===== src/rtl/spi_master_arbiter_if.sv =====
// rtl/spi_master_arbiter_if.sv - requester and spi_master side signals of the arbiter
// slave modport is the arbiter's view; master modport is the surrounding logic's view.
interface spi_master_arbiter_if;
   logic [9:0] cfg_freq;
   logic       req0;
   logic       rw0;
   logic [7:0] addr0;
   logic [7:0] wdata0;
   logic       ack0;
   logic [7:0] rdata0;
   logic       err0;
   logic       req1;
   logic       rw1;
   logic [7:0] addr1;
   logic [7:0] wdata1;
   logic       ack1;
   logic [7:0] rdata1;
   logic       err1;
   logic       busy;
   logic [9:0] m_freq;
   logic       m_start_w;
   logic       m_start_r;
   logic [7:0] m_addr;
   logic [7:0] m_wdata;
   logic [7:0] m_rdata;
   logic       m_done;

   modport slave (
      input  cfg_freq, req0, rw0, addr0, wdata0, req1, rw1, addr1, wdata1, m_rdata, m_done,
      output ack0, rdata0, err0, ack1, rdata1, err1, busy, m_freq, m_start_w, m_start_r,
             m_addr, m_wdata
   );

   modport master (
      output cfg_freq, req0, rw0, addr0, wdata0, req1, rw1, addr1, wdata1, m_rdata, m_done,
      input  ack0, rdata0, err0, ack1, rdata1, err1, busy, m_freq, m_start_w, m_start_r,
             m_addr, m_wdata
   );
endinterface


===== src/rtl/spi_master_arbiter.sv =====
// rtl/spi_master_arbiter.sv - round-robin sharing of one spi_master between two requesters
// Latches the winning command, pulses start for START_HOLD cycles, waits for done or timeout.
module spi_master_arbiter #(
   parameter int START_HOLD = 4,
   parameter int TIMEOUT    = 60000
) (
   input  logic                 clk_i,
   input  logic                 rst_ni,
   spi_master_arbiter_if.slave  bus
);
   localparam int HW = $clog2(START_HOLD + 1);
   localparam logic [HW-1:0] HOLD_LAST = HW'(START_HOLD - 1);
   localparam logic [15:0]   TOUT_LAST = 16'(TIMEOUT - 1);

   typedef enum logic [1:0] {IDLE, START, WAIT, RESP} state_t;

   state_t        state_q, state_d;
   logic          rr_q, rr_d;
   logic          owner_q, owner_d;
   logic          rw_q, rw_d;
   logic [7:0]    addr_q, addr_d;
   logic [7:0]    wdata_q, wdata_d;
   logic          start_w_q, start_w_d;
   logic          start_r_q, start_r_d;
   logic [HW-1:0] hold_q, hold_d;
   logic [15:0]   tout_q, tout_d;
   logic          done_q;
   logic          ack0_q, ack0_d, ack1_q, ack1_d;
   logic          err0_q, err0_d, err1_q, err1_d;
   logic [7:0]    rdata0_q, rdata0_d, rdata1_q, rdata1_d;
   logic          done_rise;
   logic          win;
   logic          win_rw;
   logic [7:0]    resp_data;
   logic          resp_err;
   logic          resp_go;

   assign done_rise = bus.m_done & ~done_q;

   always_comb begin
      state_d   = state_q;
      rr_d      = rr_q;
      owner_d   = owner_q;
      rw_d      = rw_q;
      addr_d    = addr_q;
      wdata_d   = wdata_q;
      start_w_d = start_w_q;
      start_r_d = start_r_q;
      hold_d    = hold_q;
      tout_d    = tout_q;
      ack0_d    = ack0_q;
      ack1_d    = ack1_q;
      err0_d    = err0_q;
      err1_d    = err1_q;
      rdata0_d  = rdata0_q;
      rdata1_d  = rdata1_q;
      win       = (bus.req0 & bus.req1) ? rr_q : bus.req1;
      win_rw    = win ? bus.rw1 : bus.rw0;
      resp_data = 8'h00;
      resp_err  = 1'b0;
      resp_go   = 1'b0;

      case (state_q)
         IDLE: begin
            if (bus.req0 | bus.req1) begin
               owner_d   = win;
               rw_d      = win_rw;
               addr_d    = win ? bus.addr1 : bus.addr0;
               wdata_d   = win ? bus.wdata1 : bus.wdata0;
               start_w_d = ~win_rw;
               start_r_d = win_rw;
               hold_d    = '0;
               state_d   = START;
            end
         end
         START: begin
            if (hold_q == HOLD_LAST) begin
               start_w_d = 1'b0;
               start_r_d = 1'b0;
               tout_d    = '0;
               state_d   = WAIT;
            end else begin
               hold_d = hold_q + 1'b1;
            end
         end
         WAIT: begin
            // done has priority over a timeout landing in the same cycle
            if (done_rise) begin
               resp_go   = 1'b1;
               resp_data = rw_q ? bus.m_rdata : 8'h00;
            end else if (tout_q == TOUT_LAST) begin
               resp_go  = 1'b1;
               resp_err = 1'b1;
            end else begin
               tout_d = tout_q + 16'd1;
            end
         end
         RESP: begin
            ack0_d   = 1'b0;
            ack1_d   = 1'b0;
            err0_d   = 1'b0;
            err1_d   = 1'b0;
            rdata0_d = 8'h00;
            rdata1_d = 8'h00;
            rr_d     = ~owner_q;
            state_d  = IDLE;
         end
         default: state_d = IDLE;
      endcase

      if (resp_go) begin
         state_d = RESP;
         if (owner_q) begin
            ack1_d   = 1'b1;
            err1_d   = resp_err;
            rdata1_d = resp_data;
         end else begin
            ack0_d   = 1'b1;
            err0_d   = resp_err;
            rdata0_d = resp_data;
         end
      end
   end

   always_ff @(posedge clk_i or negedge rst_ni) begin
      if (!rst_ni) begin
         state_q   <= IDLE;
         rr_q      <= 1'b0;
         owner_q   <= 1'b0;
         rw_q      <= 1'b0;
         addr_q    <= 8'h00;
         wdata_q   <= 8'h00;
         start_w_q <= 1'b0;
         start_r_q <= 1'b0;
         hold_q    <= '0;
         tout_q    <= '0;
         done_q    <= 1'b0;
         ack0_q    <= 1'b0;
         ack1_q    <= 1'b0;
         err0_q    <= 1'b0;
         err1_q    <= 1'b0;
         rdata0_q  <= 8'h00;
         rdata1_q  <= 8'h00;
      end else begin
         state_q   <= state_d;
         rr_q      <= rr_d;
         owner_q   <= owner_d;
         rw_q      <= rw_d;
         addr_q    <= addr_d;
         wdata_q   <= wdata_d;
         start_w_q <= start_w_d;
         start_r_q <= start_r_d;
         hold_q    <= hold_d;
         tout_q    <= tout_d;
         done_q    <= bus.m_done;
         ack0_q    <= ack0_d;
         ack1_q    <= ack1_d;
         err0_q    <= err0_d;
         err1_q    <= err1_d;
         rdata0_q  <= rdata0_d;
         rdata1_q  <= rdata1_d;
      end
   end

   assign bus.m_freq    = bus.cfg_freq;
   assign bus.busy      = (state_q != IDLE);
   assign bus.m_start_w = start_w_q;
   assign bus.m_start_r = start_r_q;
   assign bus.m_addr    = addr_q;
   assign bus.m_wdata   = wdata_q;
   assign bus.ack0      = ack0_q;
   assign bus.ack1      = ack1_q;
   assign bus.err0      = err0_q;
   assign bus.err1      = err1_q;
   assign bus.rdata0    = rdata0_q;
   assign bus.rdata1    = rdata1_q;
endmodule


===== src/flat_wrapper.sv =====
// flat-port wrapper written by rule: the top's interface ports become plain ports
module spi_master_arbiter_flat 
#(
   parameter int START_HOLD = 4,
   parameter int TIMEOUT    = 60000
)
  (clk_i, rst_ni, bus_cfg_freq, bus_req0, bus_rw0, bus_addr0, bus_wdata0, bus_req1, bus_rw1, bus_addr1, bus_wdata1, bus_m_rdata, bus_m_done, bus_ack0, bus_rdata0, bus_err0, bus_ack1, bus_rdata1, bus_err1, bus_busy, bus_m_freq, bus_m_start_w, bus_m_start_r, bus_m_addr, bus_m_wdata);
  spi_master_arbiter_if bus_i ();
  input  logic clk_i;
  input  logic rst_ni;
  input wire logic [$bits(bus_i.cfg_freq)-1:0] bus_cfg_freq;
  input wire logic [$bits(bus_i.req0)-1:0] bus_req0;
  input wire logic [$bits(bus_i.rw0)-1:0] bus_rw0;
  input wire logic [$bits(bus_i.addr0)-1:0] bus_addr0;
  input wire logic [$bits(bus_i.wdata0)-1:0] bus_wdata0;
  input wire logic [$bits(bus_i.req1)-1:0] bus_req1;
  input wire logic [$bits(bus_i.rw1)-1:0] bus_rw1;
  input wire logic [$bits(bus_i.addr1)-1:0] bus_addr1;
  input wire logic [$bits(bus_i.wdata1)-1:0] bus_wdata1;
  input wire logic [$bits(bus_i.m_rdata)-1:0] bus_m_rdata;
  input wire logic [$bits(bus_i.m_done)-1:0] bus_m_done;
  output wire logic [$bits(bus_i.ack0)-1:0] bus_ack0;
  output wire logic [$bits(bus_i.rdata0)-1:0] bus_rdata0;
  output wire logic [$bits(bus_i.err0)-1:0] bus_err0;
  output wire logic [$bits(bus_i.ack1)-1:0] bus_ack1;
  output wire logic [$bits(bus_i.rdata1)-1:0] bus_rdata1;
  output wire logic [$bits(bus_i.err1)-1:0] bus_err1;
  output wire logic [$bits(bus_i.busy)-1:0] bus_busy;
  output wire logic [$bits(bus_i.m_freq)-1:0] bus_m_freq;
  output wire logic [$bits(bus_i.m_start_w)-1:0] bus_m_start_w;
  output wire logic [$bits(bus_i.m_start_r)-1:0] bus_m_start_r;
  output wire logic [$bits(bus_i.m_addr)-1:0] bus_m_addr;
  output wire logic [$bits(bus_i.m_wdata)-1:0] bus_m_wdata;
  assign bus_i.cfg_freq = bus_cfg_freq;
  assign bus_i.req0 = bus_req0;
  assign bus_i.rw0 = bus_rw0;
  assign bus_i.addr0 = bus_addr0;
  assign bus_i.wdata0 = bus_wdata0;
  assign bus_i.req1 = bus_req1;
  assign bus_i.rw1 = bus_rw1;
  assign bus_i.addr1 = bus_addr1;
  assign bus_i.wdata1 = bus_wdata1;
  assign bus_i.m_rdata = bus_m_rdata;
  assign bus_i.m_done = bus_m_done;
  assign bus_ack0 = bus_i.ack0;
  assign bus_rdata0 = bus_i.rdata0;
  assign bus_err0 = bus_i.err0;
  assign bus_ack1 = bus_i.ack1;
  assign bus_rdata1 = bus_i.rdata1;
  assign bus_err1 = bus_i.err1;
  assign bus_busy = bus_i.busy;
  assign bus_m_freq = bus_i.m_freq;
  assign bus_m_start_w = bus_i.m_start_w;
  assign bus_m_start_r = bus_i.m_start_r;
  assign bus_m_addr = bus_i.m_addr;
  assign bus_m_wdata = bus_i.m_wdata;
  spi_master_arbiter #(.START_HOLD(START_HOLD), .TIMEOUT(TIMEOUT)) u_core (.clk_i(clk_i), .rst_ni(rst_ni), .bus(bus_i));
endmodule

===== config.mk =====
export PLATFORM = sky130hd
export DESIGN_NAME = spi_master_arbiter_flat
export DESIGN_NICKNAME = d
export VERILOG_FILES = /design/src/rtl/spi_master_arbiter_if.sv /design/src/rtl/spi_master_arbiter.sv /design/src/flat_wrapper.sv
export SDC_FILE = /design/constraint.sdc
export NUM_CORES = 1
export LEC_CHECK = 0
export ABC_CLOCK_PERIOD_IN_PS = 2200
export CAP_MARGIN = 10
export CORE_MARGIN = 2
export CORE_UTILIZATION = 35
export CTS_BUF_LIST = sky130_fd_sc_hd__clkbuf_8
export DETAILED_ROUTE_END_ITERATION = 12
export PLACE_DENSITY = 0.74
export SLEW_MARGIN = 5
export SYNTH_ARGS = -nofsm -noshare
export SYNTH_HDL_FRONTEND = slang
export SYNTH_SLANG_ARGS = --single-unit

===== constraint.sdc =====
create_clock -name clk_i -period 2.2 [get_ports clk_i]
set_input_delay 0.44 -clock clk_i [delete_from_list [all_inputs] [get_ports clk_i]]
set_output_delay 0.44 -clock clk_i [all_outputs]
set_load 0.01 [all_outputs]

# Word level (Yosys, flattened, before mapping)
# Cells that the tools add are included.
[word_totals] wordCells=93 output_inout_bits=49 ff_bits=63 in_bits=57
[classes] n_addsub=2 n_reduce_logical=10 muxes=46 n_bitwise=6 eq_ne=12
[op_table] cell="$mux 8" n=11
[op_table] cell="$mux 16" n=3
[op_table] cell="$pmux 16 s2" n=1
[op_table] cell="$mux 1" n=22
[op_table] cell="$add 16x1->16 const B" n=1
[op_table] cell="$eq 16x16->1 const B" n=1
[op_table] cell="$reduce_and 3->1" n=3
[op_table] cell="$mux 2" n=3
[op_table] cell="$mux 3" n=2
[op_table] cell="$ne 2x2->1 const B" n=3
[op_table] cell="$ne 3x1->1 const B" n=2
[op_table] cell="$pmux 2 s3" n=1
[op_table] cell="$pmux 3 s2" n=1
[op_table] cell="$reduce_bool 2->1" n=3
[op_table] cell="$eq 2x2->1 const B" n=2
[op_table] cell="$ne 2x1->1 const B" n=2
[op_table] cell="$pmux 1 s2" n=2
[op_table] cell="$reduce_and 4->1" n=1
[op_table] cell="$reduce_bool 4->1" n=1
[op_table] cell="$add 3x1->3 const B" n=1
[op_table] cell="$eq 3x2->1 const B" n=1
[op_table] cell="$not 1->1" n=3
[op_table] cell="$and 1x1->1" n=2
[op_table] cell="$eq 2x1->1 const B" n=1
[op_table] cell="other kinds (3)" n=3

# Depth between registers and ports, before layout
[depth] depth_word=6 mapped_depth=8

# Worst setup path before layout
# No wires, ideal clock.
[synth_timing] kind="register to register" startpoint="register u_core.tout_q[0]" endpoint="register u_core.rdata0_q[0], in the netlist u_core.bus.rdata0[0]" slack_ps=160 path_buffers=1 setup_ps=121 t_arrival_ps=1919 synth_period_minus_slack_ps=2040 path_stages_with_launch=8 required_time_ps=2079 cell_sequence="dfrtp_1 -> ha_1 -> nand4_2 -> or4_4 -> buf_6 -> a211oi_4 -> a21oi_2 -> a22o_1"
[synth_between] elab_chain_len=5
[synth_rtl] element="from (decl)" line="spi_master_arbiter.sv:26" source="logic [15:0] tout_q, tout_d;"
[synth_rtl] element="from (signal assigned)" line="spi_master_arbiter.sv:154" source="tout_q <= tout_d;"
[synth_rtl] element="$eq 16x16->1" line="spi_master_arbiter.sv:91" source="end else if (tout_q == TOUT_LAST) begin"
[synth_rtl] element="$mux 1" line="spi_master_arbiter.sv:91"
[synth_rtl] element="$mux 1" line="spi_master_arbiter.sv:88" source="if (done_rise) begin"
[synth_rtl] element="$mux 1" line="spi_master_arbiter.sv:63" source="case (state_q)"
[synth_rtl] element="$mux 8" line="spi_master_arbiter.sv:111" source="if (resp_go) begin"
[synth_rtl] element="net u_core.rdata0_d[0]" line="spi_master_arbiter.sv:30" source="logic [7:0] rdata0_q, rdata0_d, rdata1_q, rdata1_d;"
[synth_rtl] element="to (signal assigned)" line="spi_master_arbiter.sv:160" source="rdata0_q <= rdata0_d;"
[synth_rtl] element="to (decl)" line="spi_master_arbiter.sv:30"
# The timed path passes the listed nets, and every way through them passes these cells.
# A chain may end at the register's enable or synchronous reset.

# Worst setup path after layout
[layout_timing] startpoint="register u_core.state_q[0]" endpoint="output port bus_busy"
[layout_between] elab_chain_len=1
[layout_rtl] element="from (decl)" line="spi_master_arbiter.sv:17" source="state_t state_q, state_d;"
[layout_rtl] element="from (signal assigned)" line="spi_master_arbiter.sv:145" source="state_q <= state_d;"
[layout_rtl] element="$reduce_bool 2->1" line="spi_master_arbiter.sv:166" source="assign bus.busy = (state_q != IDLE);"
[layout_rtl] element="to (decl)" line="flat_wrapper.sv:28" source="output wire logic [$bits(bus_i.busy)-1:0] bus_busy;"
# No other way between the ends.

==> impl_metrics.tcl <==
set metrics [dict create \
    multiInputGateArea_mm2 0.00123 \
    cpPeakStageDelay_ns 0.49 \
    post_drt_wl_per_cell_um 14.5 \
    peakVddDrop_v 0.000538 \
    gp_congestion 0.937 \
    post_cts.repair.setup_buffers 0 \
    required_ns 1.76 \
    drv_slew 0 \
    synth_warnings 0 \
    num_vias 2306 \
    period_share_pct 94.8 \
    power_density_mw_per_mm2 1160 \
    layout.nets 410 \
    crit_type "register to output port" \
    die_area_mm2 0.00921 \
    cts_htree_levels 3 \
    setup_violations 0 \
    path_clk_slew_ns 0.07 \
    portBuffers 85 \
    fp.coreArea_mm2 0.00822 \
    cp_slowest_cell "clkdlybuf4s50_1" \
    initial_utilization_pct 36.0 \
    clk_latency_ns 0.33 \
    slew-limit-headroom_pct 62.0 \
    r2r_start "u_core.tout_q[1]" \
    grt_pass1_wl_um 10600 \
    grt_max_degree 64 \
    crit_path_start "u_core.state_q[0]" \
    hold_path.class "input port to async pin" \
    seq_area_frac_synth_pct 53.2 \
    die_x_um 96.0 \
    cp_top_family "buffers and inverters" \
    critPathLaunchType "register" \
    cts_buffers 9 \
    power_uw 4750 \
    status "finished, final reports clean" \
    fmax_mhz 479 \
    std_cell_rows 33 \
    final_hold_viol_count 0 \
    design_area_mm2 0.00411 \
    setup.worst_path.end_class "output port" \
    ant_nets 0 \
    tns_ns 0 \
    p_leak_uw 0.00184 \
    first_iter_violations 66 \
    seq_area_mm2 0.00158 \
    ioPinCount 106 \
    syn_nets 326 \
    crit_buf_inv 1 \
    track_usage_pct 15.2 \
    synth_area_per_cell_um2 11.1 \
    tightest_slew_ns 0.570 \
    grt_pass1_vias 2191 \
    cts-root-buf "clkbuf_8" \
    fill_cells 747 \
    viasPerCell 5.01 \
    tritoncts "yes" \
    path_cells "or2_2, clkdlybuf4s50_1" \
    route.detailed.drc 0 \
    postCtsHoldBufs 0 \
    final_cell_mix "clkdlybuf4s50_1 (84), dfrtp_1 (63), nand2_1 (30)" \
    cts.sinks 63 \
    synthCells 266 \
    maxCapViolCount 0 \
    yosys_most_used_dff "dfrtp_1" \
    die_height_um 96.0 \
    synth_seq_cells 63 \
    fin_worst_skew_ns 0.00722 \
    routed_wl_um 6670 \
    clock_path_buffers 2 \
    finish.utilization_pct 50.1 \
    synth-edff-count 0 \
    timing.critical_path.arrival_ns 1.65 \
    grt_setup_unrepaired "no" \
    dr.pass1.iters 4 \
    grt_antenna_before_repair 0 \
    area_growth_pct 38.9 \
    dp_hpwl_um 4930 \
    final_common_cell "clkdlybuf4s50_1" \
    drive_gt1_share_pct 12.4 \
    globalRoute.totalOverflow 0 \
    worst-path-max-fanout 9 \
    antennaDiodeCount 0 \
    ys_types 48 \
    async_flop_share_pct 100 \
    fin_crit_ns 2.09 \
    place_area_mm2 0.00390 \
    synth_area_mm2 0.00296 \
]
routing by layer:
layer	routed length, µm	global-route usage [%]
met3	406	4.70
met2	3250	22.4
met1	2920	20.5
met4	91	6.79
met5	0	0
registers in the layout, summed over array words and instances (netlist names), 2 cells and up:
name                cells
u_core.bus.m_wdata      8
u_core.hold_q           3
u_core.tout_q          16
u_core.state_q          2
u_core.bus.rdata1       8
u_core.bus.m_addr       8
u_core.bus.rdata0       8
layout make-up:
type,instances,share of cell area [%]
flip-flops and latches,63,38.3
clock buffers,9,3.01
well taps,105,3.19
inverters,4,0.365
repair buffers,95,23.0
multi-input cells,177,29.9
clock inverters,7,2.16
synthesized netlist by cell type (2+ instances only):
master / instances / share of area, %
buf_2: 3 / 0.51
a22o_1: 19 / 5.6
inv_1: 4 / 0.51
nor3b_1: 2 / 0.51
a21oi_2: 2 / 0.59
nand2_1: 30 / 3.8
a21oi_1: 5 / 0.84
xor2_1: 5 / 1.5
nand3b_1: 2 / 0.51
o21ai_0: 24 / 4.1
buf_6: 2 / 0.76
clkbuf_1: 6 / 0.76
nand4_1: 4 / 0.84
nor4_1: 3 / 0.63
nor4_4: 2 / 1.4
buf_4: 11 / 2.8
or2_2: 2 / 0.42
dfrtp_1: 63 / 53
nor2_1: 14 / 1.8
xnor2_1: 4 / 1.2
ha_1: 3 / 1.3
or4_1: 2 / 0.51
a22oi_1: 2 / 0.51
or2b_2: 2 / 0.59
nand4bb_1: 3 / 1.1
mux2i_1: 18 / 6.1
nand3_1: 8 / 1.4
where the power goes:
part / internal (µW) / switching, µW / leakage, µW
clock network: 629 / 437 / 0.000106
logic: 989 / 843 / 0.000899
registers: 1560 / 294 / 0.000830
what timing repair did:
item,in CTS,in global routing
setup endpoints to repair,0,2
hold endpoints to repair,0,0
resized for setup,0,0
worst reg2reg max path, cell delays in order, from the launching register on:
cell,delay (ns)
dfrtp_1,0.40
ha_1,0.23
nand4_2,0.12
or4_4,0.51
a211oi_4,0.29
a21oi_2,0.12
a22o_1,0.22
metrics by stage:
step           hold WS (ns)  setup WS, ns  std cells
3_5_place_dp          0.471        0.0606        444
5_1_grt               0.129        0.0488        460
2_1_floorplan         0.144         0.160        266
4_1_cts               0.112        0.0914        460
3_3_place_gp          0.462         0.122        444
6_report              0.105         0.114        460
logic make-up after synthesis:
family                     count (synthesis)  synth area share [%]
AOI/OAI and AO/OA                         60                  14.3
xor gates and xnor gates                   9                  2.66
adders and majority gates                  3                  1.27
buffers and inverters                     26                  5.32
DFF                                       63                  53.2
muxes                                     19                  6.46
and+or+nand+nor                           86                  16.8
final timing paths:
kind	endpoint	slack (ns)	depth (start not counted)
hold / removal	u_core.done_q	0.10	2
min in group clk_i	u_core.bus.m_addr[2]	0.48	2
setup reg to reg	u_core.bus.rdata0[4]	0.20	6
setup / recovery	bus_busy	0.11	2
max in group asynchronous	u_core.bus.m_wdata[2]	1.81	2
hold reg to reg	u_core.bus.m_addr[2]	0.48	2
(Power assumes the default switching activity.)
